`src/rtl/vdma_pkg.sv`:
```
// vdma_out_pacer shared types: FSM state encoding and FIFO entry width.
// No ports; imported by the pacer top.
package vdma_pkg;

  typedef enum logic [2:0] {
    ST_IDLE      = 3'd0,
    ST_WAIT_SOF  = 3'd1,
    ST_LINE      = 3'd2,
    ST_LINE_GAP  = 3'd3,
    ST_FRAME_GAP = 3'd4
  } state_t;

  // FIFO entry is {tuser, tlast, tdata}
  function automatic int fifo_width(input int dw);
    return dw + 2;
  endfunction

endpackage

```
`src/rtl/vdma_out_pacer_if.sv`:
```
// AXI-Stream video beat bundle: tdata/tlast/tuser/tvalid/tready.
// master drives the beat, slave drives tready.
interface vdma_out_pacer_if #(
  parameter int TDATA_WIDTH = 64
);

  logic [TDATA_WIDTH-1:0] tdata;
  logic                   tlast;
  logic                   tuser;
  logic                   tvalid;
  logic                   tready;

  modport master (
    output tdata, tlast, tuser, tvalid,
    input  tready
  );

  modport slave (
    input  tdata, tlast, tuser, tvalid,
    output tready
  );

endinterface

```
`src/rtl/axis_sync_fifo.sv`:
```
// Single-clock FIFO; head word readable the cycle after its write.
// Ports: clk, rst_n, wr_en/wr_data/full, rd_en/rd_data/empty.
module axis_sync_fifo #(
  parameter int WIDTH = 66,
  parameter int DEPTH = 16
) (
  input  logic             clk,
  input  logic             rst_n,
  input  logic             wr_en,
  input  logic [WIDTH-1:0] wr_data,
  output logic             full,
  input  logic             rd_en,
  output logic [WIDTH-1:0] rd_data,
  output logic             empty
);

  localparam int AW = $clog2(DEPTH);

  typedef logic [AW:0] ptr_t;
  localparam ptr_t PONE = ptr_t'(1);

  logic [WIDTH-1:0] mem [DEPTH];
  ptr_t             wr_ptr;
  ptr_t             rd_ptr;

  // extra pointer bit separates full from empty
  assign empty = (wr_ptr == rd_ptr);
  assign full  = (wr_ptr[AW] != rd_ptr[AW]) &&
                 (wr_ptr[AW-1:0] == rd_ptr[AW-1:0]);

  assign rd_data = mem[rd_ptr[AW-1:0]];

  always_ff @(posedge clk or negedge rst_n) begin
    if (!rst_n) begin
      wr_ptr <= '0;
      rd_ptr <= '0;
    end else begin
      if (wr_en && !full)
        wr_ptr <= wr_ptr + PONE;
      if (rd_en && !empty)
        rd_ptr <= rd_ptr + PONE;
    end
  end

  always_ff @(posedge clk) begin
    if (wr_en && !full)
      mem[wr_ptr[AW-1:0]] <= wr_data;
  end

endmodule

```
`src/rtl/vdma_out_pacer.sv`:
```
// Re-times VDMA MM2S beats into frames with counter tuser/tlast and gaps.
// Ports: clk/rst, enable/mode, geometry+gaps, s/m AXIS, frame_cnt, flags.
module vdma_out_pacer
  import vdma_pkg::*;
#(
  parameter int TDATA_WIDTH = 64,
  parameter int FIFO_DEPTH  = 16,
  parameter int CNT_WIDTH   = 32
) (
  input  logic                 s_axis_aclk,
  input  logic                 s_axis_aresetn,
  input  logic                 enable,
  input  logic                 mode,
  input  logic [CNT_WIDTH-1:0] vdma_row,
  input  logic [CNT_WIDTH-1:0] vdma_column,
  input  logic [CNT_WIDTH-1:0] line_gap,
  input  logic [CNT_WIDTH-1:0] frame_gap,
  vdma_out_pacer_if.slave      s_axis_mm2s,
  vdma_out_pacer_if.master     m_axis_mm2s,
  output logic [CNT_WIDTH-1:0] frame_cnt,
  output logic                 underflow,
  output logic                 sync_err,
  output logic                 cfg_err
);

  localparam int FW = fifo_width(TDATA_WIDTH);

  typedef logic [CNT_WIDTH-1:0] cnt_t;
  localparam cnt_t ONE = cnt_t'(1);

  state_t state, state_d;

  logic          rst_done;
  logic          in_rdy;
  logic          f_full;
  logic          f_empty;
  logic          rd_en;
  logic [FW-1:0] f_wr;
  logic [FW-1:0] f_rd;

  logic                   h_user;
  logic                   h_last;
  logic [TDATA_WIDTH-1:0] h_data;

  cnt_t row_q, col_q, lgap_q, fgap_q;
  logic paced_q;
  cnt_t beat_cnt, line_cnt, gap_cnt;

  logic                   m_valid;
  logic [TDATA_WIDTH-1:0] m_data;
  logic                   m_user;
  logic                   m_last;
  logic                   out_final;
  logic                   out_bad;

  logic load_ok;
  logic gen_user;
  logic gen_last;
  logic final_line;
  logic line_end;
  logic beat_bad;
  logic in_gap;
  cnt_t gap_lim;
  logic gap_done;
  logic emit;
  logic sof;
  logic drop_cfg;

  // tready stays low until the first edge out of reset
  assign in_rdy = rst_done & ~f_full;
  assign s_axis_mm2s.tready = in_rdy;

  assign f_wr = {s_axis_mm2s.tuser,
                 s_axis_mm2s.tlast,
                 s_axis_mm2s.tdata};

  axis_sync_fifo #(
    .WIDTH (FW),
    .DEPTH (FIFO_DEPTH)
  ) u_fifo (
    .clk     (s_axis_aclk),
    .rst_n   (s_axis_aresetn),
    .wr_en   (s_axis_mm2s.tvalid & in_rdy),
    .wr_data (f_wr),
    .full    (f_full),
    .rd_en   (rd_en),
    .rd_data (f_rd),
    .empty   (f_empty)
  );

  assign h_user = f_rd[FW-1];
  assign h_last = f_rd[FW-2];
  assign h_data = f_rd[TDATA_WIDTH-1:0];

  assign m_axis_mm2s.tvalid = m_valid;
  assign m_axis_mm2s.tdata  = m_data;
  assign m_axis_mm2s.tuser  = m_user;
  assign m_axis_mm2s.tlast  = m_last;

  // output register free after this edge
  assign load_ok = ~m_valid | m_axis_mm2s.tready;

  assign gen_user   = (beat_cnt == '0) && (line_cnt == '0);
  assign gen_last   = (beat_cnt == row_q - ONE);
  assign final_line = (line_cnt == col_q - ONE);

  // pass-through ends lines on the source tlast
  assign line_end = paced_q ? gen_last : h_last;

  assign beat_bad = (h_user & ~gen_user) |
                    (h_last ^ gen_last);

  assign in_gap  = (state == ST_LINE_GAP) ||
                   (state == ST_FRAME_GAP);
  assign gap_lim = (state == ST_FRAME_GAP) ? fgap_q
                                           : lgap_q;
  // a zero gap still spends one cycle in the state
  assign gap_done = (gap_lim == '0) ||
                    (gap_cnt == gap_lim - ONE);

  always_comb begin
    state_d  = state;
    rd_en    = 1'b0;
    emit     = 1'b0;
    sof      = 1'b0;
    drop_cfg = 1'b0;
    unique case (state)
      ST_IDLE: begin
        if (enable)
          state_d = ST_WAIT_SOF;
      end
      ST_WAIT_SOF: begin
        if (!enable) begin
          state_d = ST_IDLE;
        end else if (!f_empty) begin
          if (!h_user) begin
            rd_en = 1'b1;
          end else if (vdma_row == '0 ||
                       vdma_column == '0) begin
            rd_en    = 1'b1;
            drop_cfg = 1'b1;
          end else begin
            sof     = 1'b1;
            state_d = ST_LINE;
          end
        end
      end
      ST_LINE: begin
        if (!f_empty && load_ok) begin
          rd_en = 1'b1;
          emit  = 1'b1;
          if (line_end) begin
            if (final_line) begin
              if (paced_q)
                state_d = ST_FRAME_GAP;
              else if (enable)
                state_d = ST_WAIT_SOF;
              else
                state_d = ST_IDLE;
            end else if (paced_q && lgap_q != '0) begin
              state_d = ST_LINE_GAP;
            end
          end
        end
      end
      ST_LINE_GAP: begin
        if (load_ok && gap_done)
          state_d = ST_LINE;
      end
      ST_FRAME_GAP: begin
        if (load_ok && gap_done)
          state_d = enable ? ST_WAIT_SOF : ST_IDLE;
      end
      default: state_d = ST_IDLE;
    endcase
  end

  always_ff @(posedge s_axis_aclk or negedge s_axis_aresetn) begin
    if (!s_axis_aresetn) begin
      state     <= ST_IDLE;
      rst_done  <= 1'b0;
      row_q     <= '0;
      col_q     <= '0;
      lgap_q    <= '0;
      fgap_q    <= '0;
      paced_q   <= 1'b0;
      beat_cnt  <= '0;
      line_cnt  <= '0;
      gap_cnt   <= '0;
      m_valid   <= 1'b0;
      m_data    <= '0;
      m_user    <= 1'b0;
      m_last    <= 1'b0;
      out_final <= 1'b0;
      out_bad   <= 1'b0;
      frame_cnt <= '0;
      underflow <= 1'b0;
      sync_err  <= 1'b0;
      cfg_err   <= 1'b0;
    end else begin
      state    <= state_d;
      rst_done <= 1'b1;

      if (sof) begin
        row_q    <= vdma_row;
        col_q    <= vdma_column;
        lgap_q   <= line_gap;
        fgap_q   <= frame_gap;
        paced_q  <= mode;
        beat_cnt <= '0;
        line_cnt <= '0;
      end

      if (drop_cfg)
        cfg_err <= 1'b1;

      if (state == ST_LINE && f_empty)
        underflow <= 1'b1;

      if (emit)
        gap_cnt <= '0;
      else if (in_gap && load_ok)
        gap_cnt <= gap_cnt + ONE;

      if (emit) begin
        m_valid   <= 1'b1;
        m_data    <= h_data;
        m_user    <= paced_q ? gen_user : h_user;
        m_last    <= paced_q ? gen_last : h_last;
        out_final <= line_end & final_line;
        out_bad   <= beat_bad;
        if (line_end) begin
          beat_cnt <= '0;
          line_cnt <= final_line ? '0 : line_cnt + ONE;
        end else begin
          beat_cnt <= beat_cnt + ONE;
        end
      end else if (m_axis_mm2s.tready) begin
        m_valid <= 1'b0;
      end

      // frame count and sync errors land on the handshake
      if (m_valid && m_axis_mm2s.tready) begin
        if (out_final)
          frame_cnt <= frame_cnt + ONE;
        if (out_bad)
          sync_err <= 1'b1;
      end
    end
  end

endmodule

```
`src/flat_wrapper.sv`:
```
// flat-port wrapper written by rule: the top's interface ports become plain ports
module vdma_out_pacer_flat import vdma_pkg::*;
#(
  parameter int TDATA_WIDTH = 64,
  parameter int FIFO_DEPTH  = 16,
  parameter int CNT_WIDTH   = 32
)
  (s_axis_aclk, s_axis_aresetn, enable, mode, vdma_row, vdma_column, line_gap, frame_gap, frame_cnt, underflow, sync_err, cfg_err, s_axis_mm2s_tdata, s_axis_mm2s_tlast, s_axis_mm2s_tuser, s_axis_mm2s_tvalid, s_axis_mm2s_tready, m_axis_mm2s_tdata, m_axis_mm2s_tlast, m_axis_mm2s_tuser, m_axis_mm2s_tvalid, m_axis_mm2s_tready);
  vdma_out_pacer_if #(.TDATA_WIDTH(TDATA_WIDTH)) s_axis_mm2s_i ();
  vdma_out_pacer_if #(.TDATA_WIDTH(TDATA_WIDTH)) m_axis_mm2s_i ();
  input  logic s_axis_aclk;
  input  logic s_axis_aresetn;
  input  logic enable;
  input  logic mode;
  input  logic [CNT_WIDTH-1:0] vdma_row;
  input  logic [CNT_WIDTH-1:0] vdma_column;
  input  logic [CNT_WIDTH-1:0] line_gap;
  input  logic [CNT_WIDTH-1:0] frame_gap;
  output logic [CNT_WIDTH-1:0] frame_cnt;
  output logic underflow;
  output logic sync_err;
  output logic cfg_err;
  input wire logic [$bits(s_axis_mm2s_i.tdata)-1:0] s_axis_mm2s_tdata;
  input wire logic [$bits(s_axis_mm2s_i.tlast)-1:0] s_axis_mm2s_tlast;
  input wire logic [$bits(s_axis_mm2s_i.tuser)-1:0] s_axis_mm2s_tuser;
  input wire logic [$bits(s_axis_mm2s_i.tvalid)-1:0] s_axis_mm2s_tvalid;
  output wire logic [$bits(s_axis_mm2s_i.tready)-1:0] s_axis_mm2s_tready;
  output wire logic [$bits(m_axis_mm2s_i.tdata)-1:0] m_axis_mm2s_tdata;
  output wire logic [$bits(m_axis_mm2s_i.tlast)-1:0] m_axis_mm2s_tlast;
  output wire logic [$bits(m_axis_mm2s_i.tuser)-1:0] m_axis_mm2s_tuser;
  output wire logic [$bits(m_axis_mm2s_i.tvalid)-1:0] m_axis_mm2s_tvalid;
  input wire logic [$bits(m_axis_mm2s_i.tready)-1:0] m_axis_mm2s_tready;
  assign s_axis_mm2s_i.tdata = s_axis_mm2s_tdata;
  assign s_axis_mm2s_i.tlast = s_axis_mm2s_tlast;
  assign s_axis_mm2s_i.tuser = s_axis_mm2s_tuser;
  assign s_axis_mm2s_i.tvalid = s_axis_mm2s_tvalid;
  assign s_axis_mm2s_tready = s_axis_mm2s_i.tready;
  assign m_axis_mm2s_tdata = m_axis_mm2s_i.tdata;
  assign m_axis_mm2s_tlast = m_axis_mm2s_i.tlast;
  assign m_axis_mm2s_tuser = m_axis_mm2s_i.tuser;
  assign m_axis_mm2s_tvalid = m_axis_mm2s_i.tvalid;
  assign m_axis_mm2s_i.tready = m_axis_mm2s_tready;
  vdma_out_pacer #(.TDATA_WIDTH(TDATA_WIDTH), .FIFO_DEPTH(FIFO_DEPTH), .CNT_WIDTH(CNT_WIDTH)) u_core (.s_axis_aclk(s_axis_aclk), .s_axis_aresetn(s_axis_aresetn), .enable(enable), .mode(mode), .vdma_row(vdma_row), .vdma_column(vdma_column), .line_gap(line_gap), .frame_gap(frame_gap), .s_axis_mm2s(s_axis_mm2s_i), .m_axis_mm2s(m_axis_mm2s_i), .frame_cnt(frame_cnt), .underflow(underflow), .sync_err(sync_err), .cfg_err(cfg_err));
endmodule
```
`config.mk`:
```
export PLATFORM = sky130hd
export DESIGN_NAME = vdma_out_pacer_flat
export DESIGN_NICKNAME = d
export VERILOG_FILES = /design/src/rtl/vdma_pkg.sv /design/src/rtl/vdma_out_pacer_if.sv /design/src/rtl/axis_sync_fifo.sv /design/src/rtl/vdma_out_pacer.sv /design/src/flat_wrapper.sv
export SDC_FILE = /design/constraint.sdc
export NUM_CORES = 2
export LEC_CHECK = 0
export CAP_MARGIN = 20
export CORE_AREA = 2 2 307 309
export DETAILED_ROUTE_END_ITERATION = 10
export DIE_AREA = 0 0 309 311
export DONT_BUFFER_PORTS = 1
export PLACE_DENSITY = 0.76
export SYNTH_ARGS = -nofsm -noshare
export SYNTH_HDL_FRONTEND = slang
export SYNTH_SLANG_ARGS = --single-unit
```
`constraint.sdc`:
```
create_clock -name s_axis_aclk -period 5.62 [get_ports s_axis_aclk]
set_input_delay 0.843 -clock s_axis_aclk [delete_from_list [all_inputs] [get_ports s_axis_aclk]]
set_output_delay 0.843 -clock s_axis_aclk [all_outputs]
set_load 0.02 [all_outputs]
```
== After elaboration in Yosys (flattened, before gate mapping) ==
Memory sizes are Yosys's and may differ from the RTL's.
Index checks and enable logic that the tools add are counted.

* Register bits after elaboration: 343
* Latch bits: 0
* Bits in writable memories: 1,056
* Bits in read-only memories: 0
* Bits of input ports: 200
* Memories kept: 1

* $add $sub $neg: 9
* Multiply operators: 0
* Div/mod/pow operators: 0
* Order comparisons: 0
* Equal/unequal tests: 19
* Shifts and indexed selects: 0
* Multiplexer cells: 46
* Bitwise gates (word level): 10
* Reductions and logical operators: 28

{| class="wikitable"
|+ Memory list
! name !! depth !! width !! read ports !! clocked after Yosys merged registers in !! wr ports !! line !! text
|-
| u_core.u_fifo.mem || 16 || 66 || 1 || 0 || 1 || axis_sync_fifo.sv:22 || <nowiki>logic [WIDTH-1:0] mem [DEPTH];</nowiki>
|}

{| class="wikitable"
|+ Operators with widths
! cell !! count
|-
| two-way mux 32 bit || 10
|-
| logical NOT 32 bit || 5
|-
| adder 32 x 1 -> 32 bit (second input constant) || 4
|-
| == test 32 bit || 3
|-
| subtractor 32 x 1 -> 32 bit (second input constant) || 3
|-
| two-way mux 3 bit || 12
|-
| nonzero test 32 bit || 1
|-
| two-way mux 1 bit || 22
|-
| case mux 3 bit (5 select lines) || 1
|-
| adder 5 x 1 -> 5 bit (second input constant) || 2
|-
| logical AND 1 bit || 10
|-
| AND reduction 9 bit || 1
|-
| == test 3 x 2 -> 1 bit (second input constant) || 2
|-
| != test 2 bit (second input constant) || 3
|-
| != test 3 bit (second input constant) || 2
|-
| nonzero test 2 bit || 3
|-
| == test 5 bit || 1
|-
| AND 1 bit || 4
|-
| == test 4 bit || 1
|-
| != test 2 x 1 -> 1 bit (second input constant) || 2
|-
| AND reduction 2 bit || 2
|-
| == test 3 x 1 -> 1 bit (second input constant) || 1
|-
| == test 3 bit (second input constant) || 1
|-
| logical NOT 3 bit || 1
|-
| other kinds (9) || 15
|}

== Longest topological paths before layout ==
* Depth in word-level cells: 10
* Depth in mapped cells: 17

== Modules after synthesis ==
Synthesis repeated with hierarchy kept, for this count alone.

* Cells, all modules: 3,821
* Area total of the unflattened synthesis: 59,706.0 um^2

{| class="wikitable"
|+ By module, submodules not included
! module !! instances !! cells each !! area each (um^2) !! seq. area each (um^2)
|-
| axis_sync_fifo || 1 || 1,834 || 40,782.9 || 31,960.7
|-
| vdma_out_pacer || 1 || 1,987 || 18,923.1 || 8,333.0
|}

== Worst setup path after synthesis ==
Ideal clock, no wire load.

* Path type: register to register
* Start: register u_core.state[0]
* End: register u_core.state[1]
* Library setup time: 0.087 ns
* Arrival: 4.584 ns
* Data required time: 5.533 ns
* Path slack: 0.950 ns
* Cell stages (with the launch flop): 18
* Buffers on the path: 4
* Clock period less this slack: 4.670 ns
* Path through: dfrtp_1 buf_6 nor3b_2 buf_2 buf_1 clkbuf_1 mux2i_1 ha_1 nor3b_1 nand4b_1 a22oi_1 and3_1 a21oi_1 or3_1 nor4_1 a21oi_1 or2_1 o211ai_1

* Cells in the longest elaborated chain, start to end: 8
* Elaborated cells between the ends (all ways): 22

{| class="wikitable"
|+ RTL lines
! element !! line !! text
|-
| start: declaration || vdma_out_pacer.sv:31 || <nowiki>state_t state, state_d;</nowiki>
|-
| start signal: assignment || vdma_out_pacer.sv:201 || <nowiki>state <= state_d;</nowiki>
|-
| == test 3 bit || vdma_out_pacer.sv:115, vdma_out_pacer.sv:127 ||
|-
| two-way mux 32 bit || vdma_out_pacer.sv:115 || <nowiki>assign gap_lim = (state == ST_FRAME_GAP) ? fgap_q</nowiki>
|-
| subtractor 32 x 1 -> 32 bit || vdma_out_pacer.sv:119 || <nowiki>(gap_cnt == gap_lim - ONE);</nowiki>
|-
| == test 32 bit || vdma_out_pacer.sv:119 ||
|-
| logical OR 1 bit || vdma_out_pacer.sv:118 || <nowiki>assign gap_done = (gap_lim == '0) ||</nowiki>
|-
| logical AND 1 bit || vdma_out_pacer.sv:167, vdma_out_pacer.sv:171 ||
|-
| != test 2 bit (no line) || - ||
|-
| AND reduction 9 bit (no line) || - ||
|}

Parallel ways exist; a longest one is shown, timed or not.
A chain may end at the register's enable or synchronous reset.

== Worst setup path after layout ==
Same ends and word-level chain as after synthesis.

==> qor.csv <==
metric,value,unit
Hold Crit Class,in -> async,
Die X,309,um
clock sinks,1399,
Tcrit/Tclk final,0.853,
VDD IR-drop max,0.470,mV
global route overflow,0,
Post-synth top cells,"edfxtp_1 (1,056), dfrtp_1 (343), mux4_2 (330)",
Placed Area,60300,um2
Die Height,311,um
CTS Buffer Depth,3,
initial antenna violation count,2,
Total Routing Usage GR,0.299,
H-tree depth,4,
Synth top area share,0.539,
pwr dens,476,nW/um2
# rows,112,
Final nets,3629,
Worst-path clk slew,0.06,ns
largest area contributor in the netlist,edfxtp_1,
Crit path depth,14,
area grow syn2layout,10.3,%
CTS tree,yes,
cell area after synthesis,58800,um2
DRT antenna net count,0,
cell area after layout,64900,um2
XOR/XNOR Fraction of Synth Area,0.0341,
status,"complete, but fails checks",
cells along the critical path,nor3b_4 -> buf_4 -> mux2i_1 -> ha_1 -> nor3b_1 -> nand4b_1 -> a22oi_1 -> and3_1 -> a21oi_1 -> or3_1 -> nor4_1 -> a21oi_1 -> or2_1 -> o211ai_1,
most numerous cell in the Yosys netlist,edfxtp_1,
worst r2r path cells,14,
Num CTS Buffers,141,
mux cell area share after synthesis,0.170,
drt via density,6.73,
Post-synth EDFFs,1056,
Hold WS,-0.186,ns
Initial DRC Count,3289,
largest net degree at the start of global routing,344,
Util after Layout,0.699,
IO Pins,303,
crit end category,register,
fmax,0.209,GHz
Synth cell types,82,
I/O Buffers,0,
Least-Margin Pin Slew,1.14,ns
WP buf/inv,1,
main combinational cell family by area after synthesis,multiplexers,
max_cap viols,0,
critical path arrival,5.46,ns
setup tns final,0,ns
Worst path most repeated cell,a21oi_1,
final WL,141000,um
syn_nets,3602,
Initial Utilization,0.634,
Critical Path RT,6.29,ns
failing checks,hold timing,
complex-gate fraction of the synthesized area,0.0270,
Post-route DRC,0,
reg2reg setup slack,0.83,ns
Simple-Gate Fraction of Synth Area,0.0673,
predominant post-synthesis flop cell,edfxtp_1,
CP Class,reg -> reg,
final hold violations,223,
Avg Inst Size Synth,17.4,um2
vias after detailed routing,32219,
Final setup viols,0,
Synth Register Bits,1399,
Synth Instances,3387,
RR Endpoint,u_core.state[1]$_DFFE_PN0P_,
Syn. warnings,0,
sequential share of the synthesized area,0.685,
Adder-Cell Fraction of Synth Area,0.00319,
Slew Limit Fails,0,
1st-pass router iterations,5,
crit-path max FO,15,
HPWL after DPL,77900,um
worst skew pair latency,0.78,ns
Root Driver,clkbuf_16,
Max stage delay on crit path,0.55,ns
P_leak,22.5,nW
global-route wire length before repair,212000,um
post-CTS sizing,0,
Clock Skew,0.0321,ns
Post-synth ARST share,0.245,
Relative slew margins,0.243,
crit path max-delay cell type,nor4_1,
vias in the first global route,33076,
die area,96100,um2
reg2reg start,u_core.state[0]$_DFFE_PN0P_,
gpl congestion,0.954,
drt wl/cell,29.5,um
share of post-route cells with drive strength above 1,0.235,
"CP delay by family, top",simple AND/OR/NAND/NOR gates,
RSZ-0062 raised after global routing,no,
Synth area leaders,"edfxtp_1 (54%), dfrtp_1 (15%), mux4_2 (13%)",
min Tclk post-route,4.79,ns
core area,92800,um2
Critical Path Source Type,register,
cell usage in the layout, fill, tap and decap left out, types with 20 or more instances in the layout:
master	count
clkbuf_16	143
nor4_1	76
xnor2_1	135
buf_4	41
mux2_2	194
o21ai_0	85
nor2_1	135
inv_1	35
mux4_2	330
nand2_1	123
or3_1	20
nand4_1	51
and3_1	48
dfrtp_1	339
edfxtp_1	1056
nand3_1	77
a21oi_1	44
mux2i_1	36
nor3_1	58
clkinv_2	26
clkbuf_1	37
xor2_1	94
how the worst max path moves through the flow:
stage	start	to	slack (ns)
3_3_place_gp	u_core.state[0]$_DFFE_PN0P_	u_core.state[1]$_DFFE_PN0P_	1.07
3_5_place_dp	u_core.state[0]$_DFFE_PN0P_	u_core.state[1]$_DFFE_PN0P_	0.88
2_1_floorplan	u_core.state[0]$_DFFE_PN0P_	u_core.state[1]$_DFFE_PN0P_	0.95
5_1_grt	u_core.row_q[0]$_DFFE_PN0P_	u_core.line_cnt[8]$_DFF_PN0_	0.59
4_1_cts	u_core.state[0]$_DFFE_PN0P_	u_core.state[1]$_DFFE_PN0P_	0.86
6_report	u_core.state[0]$_DFFE_PN0P_	u_core.state[1]$_DFFE_PN0P_	0.83
power by group:
part	switching, mW	internal [mW]
Clock	4.05	5.15
Sequential	1.16	12.1
Combinational	4.29	4.17
per-layer routing:
metal | global-route usage | part of all wire | up-vias
met5 | 0 | 0.00012 | -
met4 | 0.0863 | 0.025 | 2
met3 | 0.0652 | 0.083 | 260
met2 | 0.488 | 0.51 | 1621
met1 | 0.409 | 0.39 | 16807
li1 | - | - | 13529
kinds of logic after synthesis:
group | Yosys count
compound gates | 250
xor+xnor | 229
fa+ha+maj | 15
buf+inv | 202
flops | 1399
mux | 560
other cells | 1
simple gates | 731
repair_timing:
item                                    CTS  global route
endpoints found under the setup margin    0             0
buffers inserted                          0             0
hold endpoints to repair                343           343
flip-flops by register name (all words and copies together) (netlist names), 3 cells and up:
| signal | flops |
|---|---|
| u_core.lgap_q | 32 |
| u_core.m_axis_mm2s.tdata | 64 |
| u_core.col_q | 32 |
| u_core.beat_cnt | 32 |
| u_core.gap_cnt | 32 |
| u_core.u_fifo.rd_ptr | 5 |
| u_core.fgap_q | 32 |
| u_core.frame_cnt | 32 |
| u_core.row_q | 32 |
| u_core.state | 3 |
| u_core.u_fifo.wr_ptr | 5 |
| u_core.u_fifo.mem | 1056 |
| u_core.line_cnt | 32 |
layout make-up:
class / instances / area, um2
repair buffers: 51 / 510
flip-flops and latches: 1399 / 40300
fillers: 5736 / 27900
inverters: 35 / 131
multi-input cells: 1786 / 17800
clock inverters: 68 / 663
clock buffers: 193 / 3900
well taps: 1254 / 1570
diodes: 1 / 2.50
stage by stage:
stage	cells	power [mW]	hold slack (ns)	worst slack, ns
2_1_floorplan	3387	19.5	0.461	0.950
6_report	4787	30.9	-0.186	0.825
4_1_cts	4784	31.0	-0.251	0.858
3_3_place_gp	4523	21.5	0.475	1.07
5_1_grt	4787	32.1	-0.219	0.589
3_5_place_dp	4523	21.7	0.477	0.884
No activity file was read; power rests on OpenSTA's default activity.
